==> src/rtl/rom_port_arbiter_if.sv <==
// Requester-side read port of the ROM arbiter: request/grant plus a valid/ready response.
// The master modport belongs to the requester (fetch or load unit), slave to the arbiter.
interface rom_port_arbiter_if #(
  parameter int unsigned WIDTH = 32
) ();

  logic             req;
  logic [WIDTH-1:0] addr;
  logic             gnt;
  logic             rvalid;
  logic [WIDTH-1:0] rdata;
  logic             rready;
  logic             rerr;

  modport master (
    output req,
    output addr,
    output rready,
    input  gnt,
    input  rvalid,
    input  rdata,
    input  rerr
  );

  modport slave (
    input  req,
    input  addr,
    input  rready,
    output gnt,
    output rvalid,
    output rdata,
    output rerr
  );

endinterface

==> src/rtl/rom_port_arbiter.sv <==
// Two-port (fetch/load) arbiter for a single-port asynchronous ROM, D-priority with I anti-starvation.
// Optional range/alignment checking is compiled in with `define ROM_ADDR_CHECK_EN.
module rom_port_arbiter #(
  parameter int unsigned WIDTH    = 32,
  parameter int unsigned DEPTH    = 2048,
  parameter int unsigned MAX_WAIT = 4
) (
  input  logic                    clock,
  input  logic                    reset,
  rom_port_arbiter_if.slave       i_port,
  rom_port_arbiter_if.slave       d_port,
  output logic [WIDTH-1:0]        rom_address,
  input  logic [WIDTH-1:0]        rom_rdata
);

  localparam int unsigned CntW = $clog2(MAX_WAIT + 1);
  localparam logic [CntW-1:0] CntMax = CntW'(MAX_WAIT);

  if (MAX_WAIT < 1 || DEPTH < 1) begin : g_param_check
    $error("rom_port_arbiter: MAX_WAIT and DEPTH must both be at least 1");
  end

  typedef enum logic {StIdle, StResp} state_e;
  typedef enum logic {OwnI, OwnD} owner_e;

  state_e           state_q, state_d;
  owner_e           owner_q, owner_d;
  logic [CntW-1:0]  starve_q, starve_d;
  logic [WIDTH-1:0] addr_q, addr_d;
  logic             err_q, err_d;

  logic free;
  logic force_i;
  logic i_gnt, d_gnt;
  logic i_own, d_own;

`ifdef ROM_ADDR_CHECK_EN
  function automatic logic addr_err(input logic [WIDTH-1:0] a);
    return (a[1:0] != 2'b00) || ({2'b00, a[WIDTH-1:2]} >= WIDTH'(DEPTH));
  endfunction
`endif

  assign i_own = (state_q == StResp) && (owner_q == OwnI);
  assign d_own = (state_q == StResp) && (owner_q == OwnD);

  // The slot frees up in the same cycle the current owner consumes its response.
  assign free    = (state_q == StIdle) || (i_own && i_port.rready) || (d_own && d_port.rready);
  assign force_i = (starve_q == CntMax);

  // Grants are suppressed while reset is asserted so no request is accepted and then lost.
  assign d_gnt = !reset && free && d_port.req && !(force_i && i_port.req);
  assign i_gnt = !reset && free && i_port.req && !d_gnt;

  always_comb begin
    state_d = state_q;
    owner_d = owner_q;
    addr_d  = addr_q;
    err_d   = err_q;
    if (free) begin
      if (d_gnt) begin
        state_d = StResp;
        owner_d = OwnD;
        addr_d  = d_port.addr;
`ifdef ROM_ADDR_CHECK_EN
        err_d   = addr_err(d_port.addr);
`endif
      end else if (i_gnt) begin
        state_d = StResp;
        owner_d = OwnI;
        addr_d  = i_port.addr;
`ifdef ROM_ADDR_CHECK_EN
        err_d   = addr_err(i_port.addr);
`endif
      end else begin
        state_d = StIdle;
      end
    end
  end

  always_comb begin
    starve_d = '0;
    if (i_port.req && !i_gnt) begin
      starve_d = force_i ? starve_q : starve_q + CntW'(1);
    end
  end

  always_ff @(posedge clock) begin
    if (reset) begin
      state_q  <= StIdle;
      owner_q  <= OwnI;
      starve_q <= '0;
      addr_q   <= '0;
      err_q    <= 1'b0;
    end else begin
      state_q  <= state_d;
      owner_q  <= owner_d;
      starve_q <= starve_d;
      addr_q   <= addr_d;
      err_q    <= err_d;
    end
  end

  assign rom_address = addr_q;

  always_comb begin
    i_port.gnt    = i_gnt;
    d_port.gnt    = d_gnt;
    i_port.rvalid = i_own;
    d_port.rvalid = d_own;
    i_port.rdata  = '0;
    d_port.rdata  = '0;
    i_port.rerr   = 1'b0;
    d_port.rerr   = 1'b0;
`ifdef ROM_ADDR_CHECK_EN
    if (i_own) begin
      i_port.rerr  = err_q;
      i_port.rdata = err_q ? '0 : rom_rdata;
    end
    if (d_own) begin
      d_port.rerr  = err_q;
      d_port.rdata = err_q ? '0 : rom_rdata;
    end
`else
    if (i_own) i_port.rdata = rom_rdata;
    if (d_own) d_port.rdata = rom_rdata;
`endif
  end

endmodule

==> src/flat_wrapper.sv <==
// flat-port wrapper written by rule: the top's interface ports become plain ports
module rom_port_arbiter_flat 
#(
  parameter int unsigned WIDTH    = 32,
  parameter int unsigned DEPTH    = 2048,
  parameter int unsigned MAX_WAIT = 4
)
  (clock, reset, rom_address, rom_rdata, i_port_req, i_port_addr, i_port_rready, i_port_gnt, i_port_rvalid, i_port_rdata, i_port_rerr, d_port_req, d_port_addr, d_port_rready, d_port_gnt, d_port_rvalid, d_port_rdata, d_port_rerr);
  rom_port_arbiter_if #(.WIDTH(WIDTH)) i_port_i ();
  rom_port_arbiter_if #(.WIDTH(WIDTH)) d_port_i ();
  input  logic clock;
  input  logic reset;
  output logic [WIDTH-1:0] rom_address;
  input  logic [WIDTH-1:0] rom_rdata;
  input wire logic [$bits(i_port_i.req)-1:0] i_port_req;
  input wire logic [$bits(i_port_i.addr)-1:0] i_port_addr;
  input wire logic [$bits(i_port_i.rready)-1:0] i_port_rready;
  output wire logic [$bits(i_port_i.gnt)-1:0] i_port_gnt;
  output wire logic [$bits(i_port_i.rvalid)-1:0] i_port_rvalid;
  output wire logic [$bits(i_port_i.rdata)-1:0] i_port_rdata;
  output wire logic [$bits(i_port_i.rerr)-1:0] i_port_rerr;
  input wire logic [$bits(d_port_i.req)-1:0] d_port_req;
  input wire logic [$bits(d_port_i.addr)-1:0] d_port_addr;
  input wire logic [$bits(d_port_i.rready)-1:0] d_port_rready;
  output wire logic [$bits(d_port_i.gnt)-1:0] d_port_gnt;
  output wire logic [$bits(d_port_i.rvalid)-1:0] d_port_rvalid;
  output wire logic [$bits(d_port_i.rdata)-1:0] d_port_rdata;
  output wire logic [$bits(d_port_i.rerr)-1:0] d_port_rerr;
  assign i_port_i.req = i_port_req;
  assign i_port_i.addr = i_port_addr;
  assign i_port_i.rready = i_port_rready;
  assign i_port_gnt = i_port_i.gnt;
  assign i_port_rvalid = i_port_i.rvalid;
  assign i_port_rdata = i_port_i.rdata;
  assign i_port_rerr = i_port_i.rerr;
  assign d_port_i.req = d_port_req;
  assign d_port_i.addr = d_port_addr;
  assign d_port_i.rready = d_port_rready;
  assign d_port_gnt = d_port_i.gnt;
  assign d_port_rvalid = d_port_i.rvalid;
  assign d_port_rdata = d_port_i.rdata;
  assign d_port_rerr = d_port_i.rerr;
  rom_port_arbiter #(.WIDTH(WIDTH), .DEPTH(DEPTH), .MAX_WAIT(MAX_WAIT)) u_core (.clock(clock), .reset(reset), .i_port(i_port_i), .d_port(d_port_i), .rom_address(rom_address), .rom_rdata(rom_rdata));
endmodule
==> config.mk <==
export PLATFORM = sky130hd
export DESIGN_NAME = rom_port_arbiter_flat
export DESIGN_NICKNAME = d
export VERILOG_FILES = /design/src/rtl/rom_port_arbiter_if.sv /design/src/rtl/rom_port_arbiter.sv /design/src/flat_wrapper.sv
export SDC_FILE = /design/constraint.sdc
export NUM_CORES = 1
export LEC_CHECK = 0
export ABC_AREA = 1
export ABC_CLOCK_PERIOD_IN_PS = 3930
export BUFFER_PORTS_ARGS = -buffer_cell sky130_fd_sc_hd__buf_2
export CORE_ASPECT_RATIO = 0.6
export CORE_MARGIN = 3
export CORE_UTILIZATION = 44
export CTS_CLUSTER_SIZE = 40
export DETAILED_ROUTE_END_ITERATION = 7
export PLACE_DENSITY = 0.87
export SYNTH_ARGS = -nofsm -noshare
export SYNTH_HDL_FRONTEND = slang
export SYNTH_SLANG_ARGS = --single-unit
==> constraint.sdc <==
create_clock -name clock -period 3.93 [get_ports clock]
set_clock_uncertainty 0.15 [all_clocks]
set_input_delay 0.393 -clock clock [delete_from_list [all_inputs] [get_ports clock]]
set_output_delay 0.393 -clock clock [all_outputs]
set_load 0.05 [all_outputs]
# Word level (Yosys, flattened, before mapping)
# Index checks and enable logic that the tools add are counted.
totals:
  ff_bits: 37
  latchBits: 0
  mem_bits_rw: 0
  romBits: 0
  out_inout_bits: 102
  elab_cells: 37
  n_memories: 0
classes:
  addsub: 1
  multipliers: 0
  n_div: 0
  order_cmp: 0
  eq_ne: 1
  shift: 0
  muxes: 8
  bitwise_logic: 3
  n_reduce_logical: 20
op_table:
  columns: ["operator", "count"]
  rows:
  - ["$mux W32", 4]
  - ["$logic_and A1 B1 Y1", 11]
  - ["$logic_not A1 Y1", 4]
  - ["$mux W1", 4]
  - ["$add A3 B1 Y3 const B", 1]
  - ["$eq A3 B3 Y1 const B", 1]
  - ["$not A1 Y1", 3]
  - ["$logic_or A1 B1 Y1", 2]
  - ["$reduce_and A2 Y1", 1]
  - ["$reduce_bool A2 Y1", 1]
  - ["$reduce_or A2 Y1", 1]

# Logic depth before layout (Yosys ltp)
# Gate-level depths: netlist of the first run.
logic_depth:
  ltp_word: 14
  depth_mapped: 11

# Least setup slack after synthesis of the first run
# Ideal clock, no wire load.
synth_timing:
  path_type: "input port to output port"
  from: "input reset"
  to: "output i_port_gnt"
  arrival_ns: 1.630
  path_slack_ns: 1.757
  cell_stages: 6
  n_path_buf: 1
  cell_sequence: "inv_2 nand2_1 nor2_4 inv_2 buf_2 nor2_1"
synth_between:
  elab_chain_cells: 6
synth_rtl:
  columns: ["element", "line", "text"]
  rows:
  - ["from (decl)", "flat_wrapper.sv:12", "input logic reset;"]
  - ["$logic_not A1 Y1 (*)", "rom_port_arbiter.sv:51, rom_port_arbiter.sv:52", null]
  - ["$logic_and A1 B1 Y1 (*)", "rom_port_arbiter.sv:51, rom_port_arbiter.sv:52", null]
  - ["$logic_and A1 B1 Y1 (2 in series)", "rom_port_arbiter.sv:51", "assign d_gnt = !reset && free && d_port.req && !(force_i && i_port.req);"]
  - ["$logic_not A1 Y1", "rom_port_arbiter.sv:52", "assign i_gnt = !reset && free && i_port.req && !d_gnt;"]
  - ["$logic_and A1 B1 Y1 (*)", "rom_port_arbiter.sv:52", null]
  - ["to (decl)", "flat_wrapper.sv:18", "output wire logic [$bits(i_port_i.gnt)-1:0] i_port_gnt;"]
# Every way passes the cells marked *; elsewhere a longest branch is shown, timed or not.

# Worst setup path after layout of the first run
layout_timing:
  from: "input reset"
  to: "output d_port_gnt"
layout_between:
  elab_chain_cells: 4
layout_rtl:
  columns: ["element", "line", "text"]
  rows:
  - ["$logic_not A1 Y1", "rom_port_arbiter.sv:51", null]
  - ["$logic_and A1 B1 Y1 (3 in series)", "rom_port_arbiter.sv:51", null]
  - ["to (decl)", "flat_wrapper.sv:25", "output wire logic [$bits(d_port_i.gnt)-1:0] d_port_gnt;"]
# Every way passes these cells.

==> out/metrics.cfg, run 1 <==
[pwr]
internal-power_w=0.000769
switching_share_pct=43.2
clkPwrFrac_pct=25.2
p_per_area_mw_per_mm2=363
switchingPower_w=0.000584
ir_drop_uv=177
p_comb_share_pct=43.0
seqPwrFrac_pct=31.8
leakagePower_nw=2.59

[global_routing]
use_met2_pct=42.0
grt_use_met1_pct=26.0
grt_max_degree=66
globalRouteMet3Util_pct=4.78
track_usage_pct=22.1
grt_antenna_before_repair=0
grt_busiest_layer=met2
grt_overflow=0
grt_pass1_wl_um=12900
grt_pass1_vias=3015

[floorplanning]
die_y_um=66.1
die_w_um=106
start_util_pct=46.4
coreArea_mm2=0.00570
boundaryPins=204
die_area_mm2=0.00701
rows=21

[clock_tree]
clock_sinks=37
tritoncts=done
insertion_delay_ps=280
clockBufferDepth=2
cts_buffers=5
cts_hold_buf=0
clk_pin_slew_ps=80
cts_setup_buffers=0
h-tree-depth=2
post_cts_resized=0
clock-root-buffer=clkbuf_8

[yosys]
synth_mux_area_share_pct=0
synth_top_family_by_area=simple AND/OR/NAND/NOR gates
synth_xor_area_share_pct=0.662
synthAdderAreaFrac_pct=0.946
synth_warnings=0
synth-compound-area-share_pct=7.28
synth_seq_area_share_pct=28.0
yosys.area_share.simple_pct=36.8
synthCells=487
synth_area_mm2=0.00265
yosys_register_bits=37
yosysUniqueCellTypes=22
postSynthAreaPerCell_um2=5.43

[detailed_routing]
drtIter0Drc=140
drc=0
drt_pre_antenna_iters=4
ant_nets=0
routed_wirelength_um=7980
avgRoutedWirePerCell_um=10.6
via_per_inst=4.32
vias=3248

[final_layout]
final_cells=752
drive_gt1_share_pct=32.9
seq_area_um2=741
area_growth_syn_to_layout_pct=40.9
layout_commonest_cell=buf_2
final.fill_count=571
finalNetCount=775
mostFrequentLayoutCells=201 x buf_2, 162 x nor2_1, 136 x inv_1
antenna_cells=0
multi_input_area_mm2=0.00122

[critical_path]
startpoint_type=input port
end_kind=output port
r2r_slack_ps=1620
worstRegToRegCells=9
cp.arrival_ps=1990
cp_max_fo=35
cp.required_ps=3390
crit_type=in -> out

[sta]
tns_ps=0
fin_hold_ws_ps=176
slew_violations=0
slew-limit-headroom_pct=26.1
setup_viol=0
rsz0062_at_grt=false
fin_crit_ps=2540
max_freq_ghz=0.394
worstMarginPinSlew_ps=1100
finalHoldViolations=0
fin_crit_sh_pct=64.6

[status]
outcome=completed

[placement]
hpwl_um=6350
dp.cells=744
io_buffers=201
place.gp.congestion=0.815

[worst_hold_path]
worstHoldPathType=in -> reg
worstHoldPathCells=2

[job]
drv_cap=0

[power by group through the flow]
stage,Clock [W],Sequential (W),Combinational (W)
final,0.000342,0.000430,0.000582
after CTS,0.000348,0.000430,0.000585
after detailed placement,0,0.000438,0.000584
after global placement,0,0.000437,0.000572
after floorplan,0,0.000550,0.000329
after global routing,0.000364,0.000434,0.000633
[area by class of cell]
type,count,share of cell area (%)
clock inverters,2,1.01
inverters,140,14.1
clock buffers,6,2.22
flip-flops and latches,37,19.9
well taps,80,2.69
repair buffers,203,27.4
multi-input cells,284,32.7
[critical path: stages]
cell     delay (ps)
buf_2           110
inv_2           420
nand3_2         160
nor2_2          510
buf_2           380
[Yosys cell counts (all sizes together)]
library cell	number	area [um^2]
nor2	164	626
inv	140	526
nand2	40	153
dfxtp	37	741
nand3	37	195
a21oi	34	170
buf	19	136
clkbuf	8	30.0
ha	2	25.0
o31ai	2	15.0
conb	1	3.75
o21bai	1	7.51
xnor2	1	8.76
xor2	1	8.76
[state kept, by name (all words and copies together), names as in the netlist]
register and count:
u_core.rom_address 32, u_core.state_q 1, u_core.owner_q 1, u_core.starve_q 3
[final timing paths]
check | start | endpoint
max reg2reg | u_core.starve_q[0]$_SDFFE_PP0P_ | u_core.rom_address[14]$_SDFFE_PP0P_
min | reset | u_core.owner_q$_SDFFE_PP0P_
min reg2reg | u_core.owner_q$_SDFFE_PP0P_ | u_core.owner_q$_SDFFE_PP0P_
max | reset | d_port_gnt
[layer usage]
layer,routed length (um),part of all wire (%)
met5,0,0
met1,3480,44
met4,35,0.44
met2,3940,49
met3,531,6.7
[cell families (layout without fill, tap and decap cells)]
kind of cell / after synthesis / in the layout
buf+inv: 167 / 351
other cells: 1 / 2
compound gates: 37 / 37
xor+xnor: 2 / 2
flops: 37 / 37
fa+ha+maj: 2 / 2
simple gates: 241 / 241
[stage by stage]
| step | setup WS, ps | power, W | util (%) | cell area (um^2) |
|---|---|---|---|---|
| 3_3_place_gp | 1440 | 0.00101 | 63.2 | 3610 |
| 4_1_cts | 1370 | 0.00136 | 65.4 | 3730 |
| 3_5_place_dp | 1370 | 0.00102 | 63.2 | 3610 |
| 5_1_grt | 1220 | 0.00143 | 65.4 | 3730 |
| 2_1_floorplan | 1760 | 0.000880 | - | 2650 |
| 6_report | 1390 | 0.00135 | 65.4 | 3730 |
Note: power is estimated with default switching activity, not from simulation.
==> run 2, diff against run 1 <==
--- a/config.mk
+++ b/config.mk
@@ -6,14 +6,14 @@
 export NUM_CORES = 1
 export LEC_CHECK = 0
 export ABC_AREA = 1
-export ABC_CLOCK_PERIOD_IN_PS = 3930
+export ABC_CLOCK_PERIOD_IN_PS = 2500
 export BUFFER_PORTS_ARGS = -buffer_cell sky130_fd_sc_hd__buf_2
 export CORE_ASPECT_RATIO = 0.6
 export CORE_MARGIN = 3
-export CORE_UTILIZATION = 44
+export CORE_UTILIZATION = 40
 export CTS_CLUSTER_SIZE = 40
 export DETAILED_ROUTE_END_ITERATION = 7
-export PLACE_DENSITY = 0.87
+export PLACE_DENSITY = 0.8
 export SYNTH_ARGS = -nofsm -noshare
 export SYNTH_HDL_FRONTEND = slang
 export SYNTH_SLANG_ARGS = --single-unit
==> constraint.sdc (replaced) <==
create_clock -name clock -period 2.5 [get_ports clock]
set_clock_uncertainty 0.15 [all_clocks]
set_input_delay 0.25 -clock clock [delete_from_list [all_inputs] [get_ports clock]]
set_output_delay 0.25 -clock clock [all_outputs]
set_load 0.05 [all_outputs]
==> run 2 against run 1 <==
Against the previous run: sequential share of layout area decreased by 0.13 points; hold slack got worse by 140 ps; setup slack worse by 1000 ps; combinational power is 58% higher; clock-buffer cell count is 1 higher; largest cell class unchanged.
==> out/metrics.cfg, run 2 (synthesized netlist as in run 1, its figures left out) <==
[status]
outcome=completed  ; unchanged

[floorplanning]
die_w_um=111  ; was 106 um
coreArea_mm2=0.00625  ; was 0.00570 mm^2
die_y_um=69.0  ; was 66.1 um
boundaryPins=204  ; unchanged
start_util_pct=42.3  ; was 46.4%
die_area_mm2=0.00766  ; was 0.00701 mm^2
rows=22  ; was 21

[clock_tree]
post_cts_resized=0  ; unchanged
tritoncts=done  ; unchanged
clock_sinks=37  ; unchanged
clk_pin_slew_ps=70  ; was 80 ps
cts_buffers=5  ; unchanged
clock-root-buffer=clkbuf_8  ; unchanged
insertion_delay_ps=280  ; about the same
h-tree-depth=2  ; unchanged
cts_hold_buf=0  ; unchanged
clockBufferDepth=2  ; unchanged
cts_setup_buffers=0  ; unchanged

[final_layout]
finalNetCount=782  ; was 775
area_growth_syn_to_layout_pct=41.8  ; was 40.9%
fin_util_pct=60.0  ; was 65.4%
final_cells=762  ; was 752
mostFrequentLayoutCells=201 x buf_2, 162 x nor2_1, 136 x inv_1  ; unchanged
antenna_cells=0  ; unchanged
largest_register_ffs=32  ; unchanged
layout_commonest_cell=buf_2  ; unchanged
drive_gt1_share_pct=33.3  ; was 32.9%
final_area_mm2=0.00375  ; was 0.00373 mm^2

[worst_hold_path]
worstHoldPathType=in -> reg  ; unchanged
worstHoldPathCells=2  ; unchanged

[detailed_routing]
routed_wirelength_um=8200  ; was 7980 um
ant_nets=0  ; unchanged
via_per_inst=4.32  ; about the same
vias=3295  ; was 3248
drc=0  ; unchanged
drt_pre_antenna_iters=4  ; unchanged
drtIter0Drc=150  ; was 140
avgRoutedWirePerCell_um=10.8  ; was 10.6 um

[pwr]
leakagePower_nw=2.60  ; was 2.59 nW
total_power_w=0.00202  ; was 0.00135 W
p_per_area_mw_per_mm2=539  ; was 363 mW/mm^2
ir_drop_uv=265  ; was 177 uV

[critical_path]
slowest_stage=dfxtp_1  ; was nor2_2
startpoint_type=flop  ; was input port
cp.arrival_ps=1720  ; was 1990 ps
worstRegToRegCells=10  ; was 9
crit_type=reg -> out  ; was in -> out
end_kind=output port  ; unchanged
cp_max_fo=20  ; was 35
cpPeakStageDelay_ps=380  ; was 510 ps
crit_chain=nand2_1 -> buf_4 -> nor2_1 -> buf_2  ; was buf_2 -> inv_2 -> nand3_2 -> nor2_2 -> buf_2
cp.required_ps=2100  ; was 3390 ps
r2r_slack_ps=470  ; was 1620 ps

[sta]
fin_crit_sh_pct=84.7
finalHoldViolations=0  ; unchanged
slew_violations=0  ; unchanged
tns_ps=0  ; unchanged
fin_crit_ps=2120
rsz0062_at_grt=false  ; unchanged
max_freq_ghz=0.472
setup_viol=0  ; unchanged

[placement]
place.gp.congestion=0.843  ; was 0.815
io_buffers=201  ; unchanged
dp.cells=755  ; was 744
place_area_mm2=0.00366  ; was 0.00361 mm^2
hpwl_um=6460  ; was 6350 um

[global_routing]
grt_max_degree=34  ; was 66
grt_pass1_wl_um=12800  ; was 12900 um
grt_pass1_vias=2852  ; was 3015
track_usage_pct=20.2  ; was 22.1%
grt_overflow=0  ; unchanged
grt_antenna_before_repair=0  ; unchanged

[job]
drv_cap=0  ; unchanged

-- run 2: cell types whose count changed in the layout (fill, tap and decap cells not counted) --
| cell | previous run | this run |
|---|---|---|
| bufinv_16 | 1 | 0 |
| buf_4 | 2 | 9 |
| clkbuf_1 | 0 | 1 |
| clkinvlp_4 | 1 | 0 |
-- run 2: area by class of cell --
class	count	area, um^2
fillers	623	2500
inverters	140	526
well taps	84	105
repair buffers	210	1070
multi-input cells	284	1220
clock buffers	7	86.3
flip-flops and latches	37	741
-- run 2: worst paths after layout --
path / startpoint / endpoint
worst min-delay path: reset / u_core.owner_q$_SDFFE_PP0P_
worst max register to register: u_core.starve_q[0]$_SDFFE_PP0P_ / u_core.rom_address[9]$_SDFFE_PP0P_
worst max-delay path: u_core.state_q$_SDFFE_PP0P_ / d_port_rdata[0]
worst min register to register: u_core.owner_q$_SDFFE_PP0P_ / u_core.owner_q$_SDFFE_PP0P_
-- run 2: metrics by stage --
step	setup slack, ps	hold slack (ps)
2_1_floorplan	548	203
3_3_place_gp	554	323
3_5_place_dp	493	329
4_1_cts	385	17.6
5_1_grt	264	25.6
6_report	382	31.9
-- run 2: power breakdown --
| group | internal [W] | leakage, nW | switching (W) |
|---|---|---|---|
| Combinational | 0.000246 | 2.25 | 0.000674 |
| Sequential | 0.000646 | 0.306 | 0.0000297 |
| Clock | 0.000219 | 0.0443 | 0.000205 |
| Total | 0.00111 | 2.60 | 0.000909 |
-- run 2: critical path: cells and delay by family, from the launching register on --
family / cells / cell delay, ps
buffers and inverters: 2 / 610
flip-flops: 1 / 380
AND/OR/NAND/NOR: 2 / 440
-- run 2: layer usage --
layer / track usage [%] / vias up / share of wire (%)
li1: - / 1754 / -
met1: 24.8 / 1431 / 46
met5: 0 / - / 0
met2: 36.6 / 106 / 47
met3: 5.41 / 4 / 7.2
met4: 4.30 / 0 / 0.38
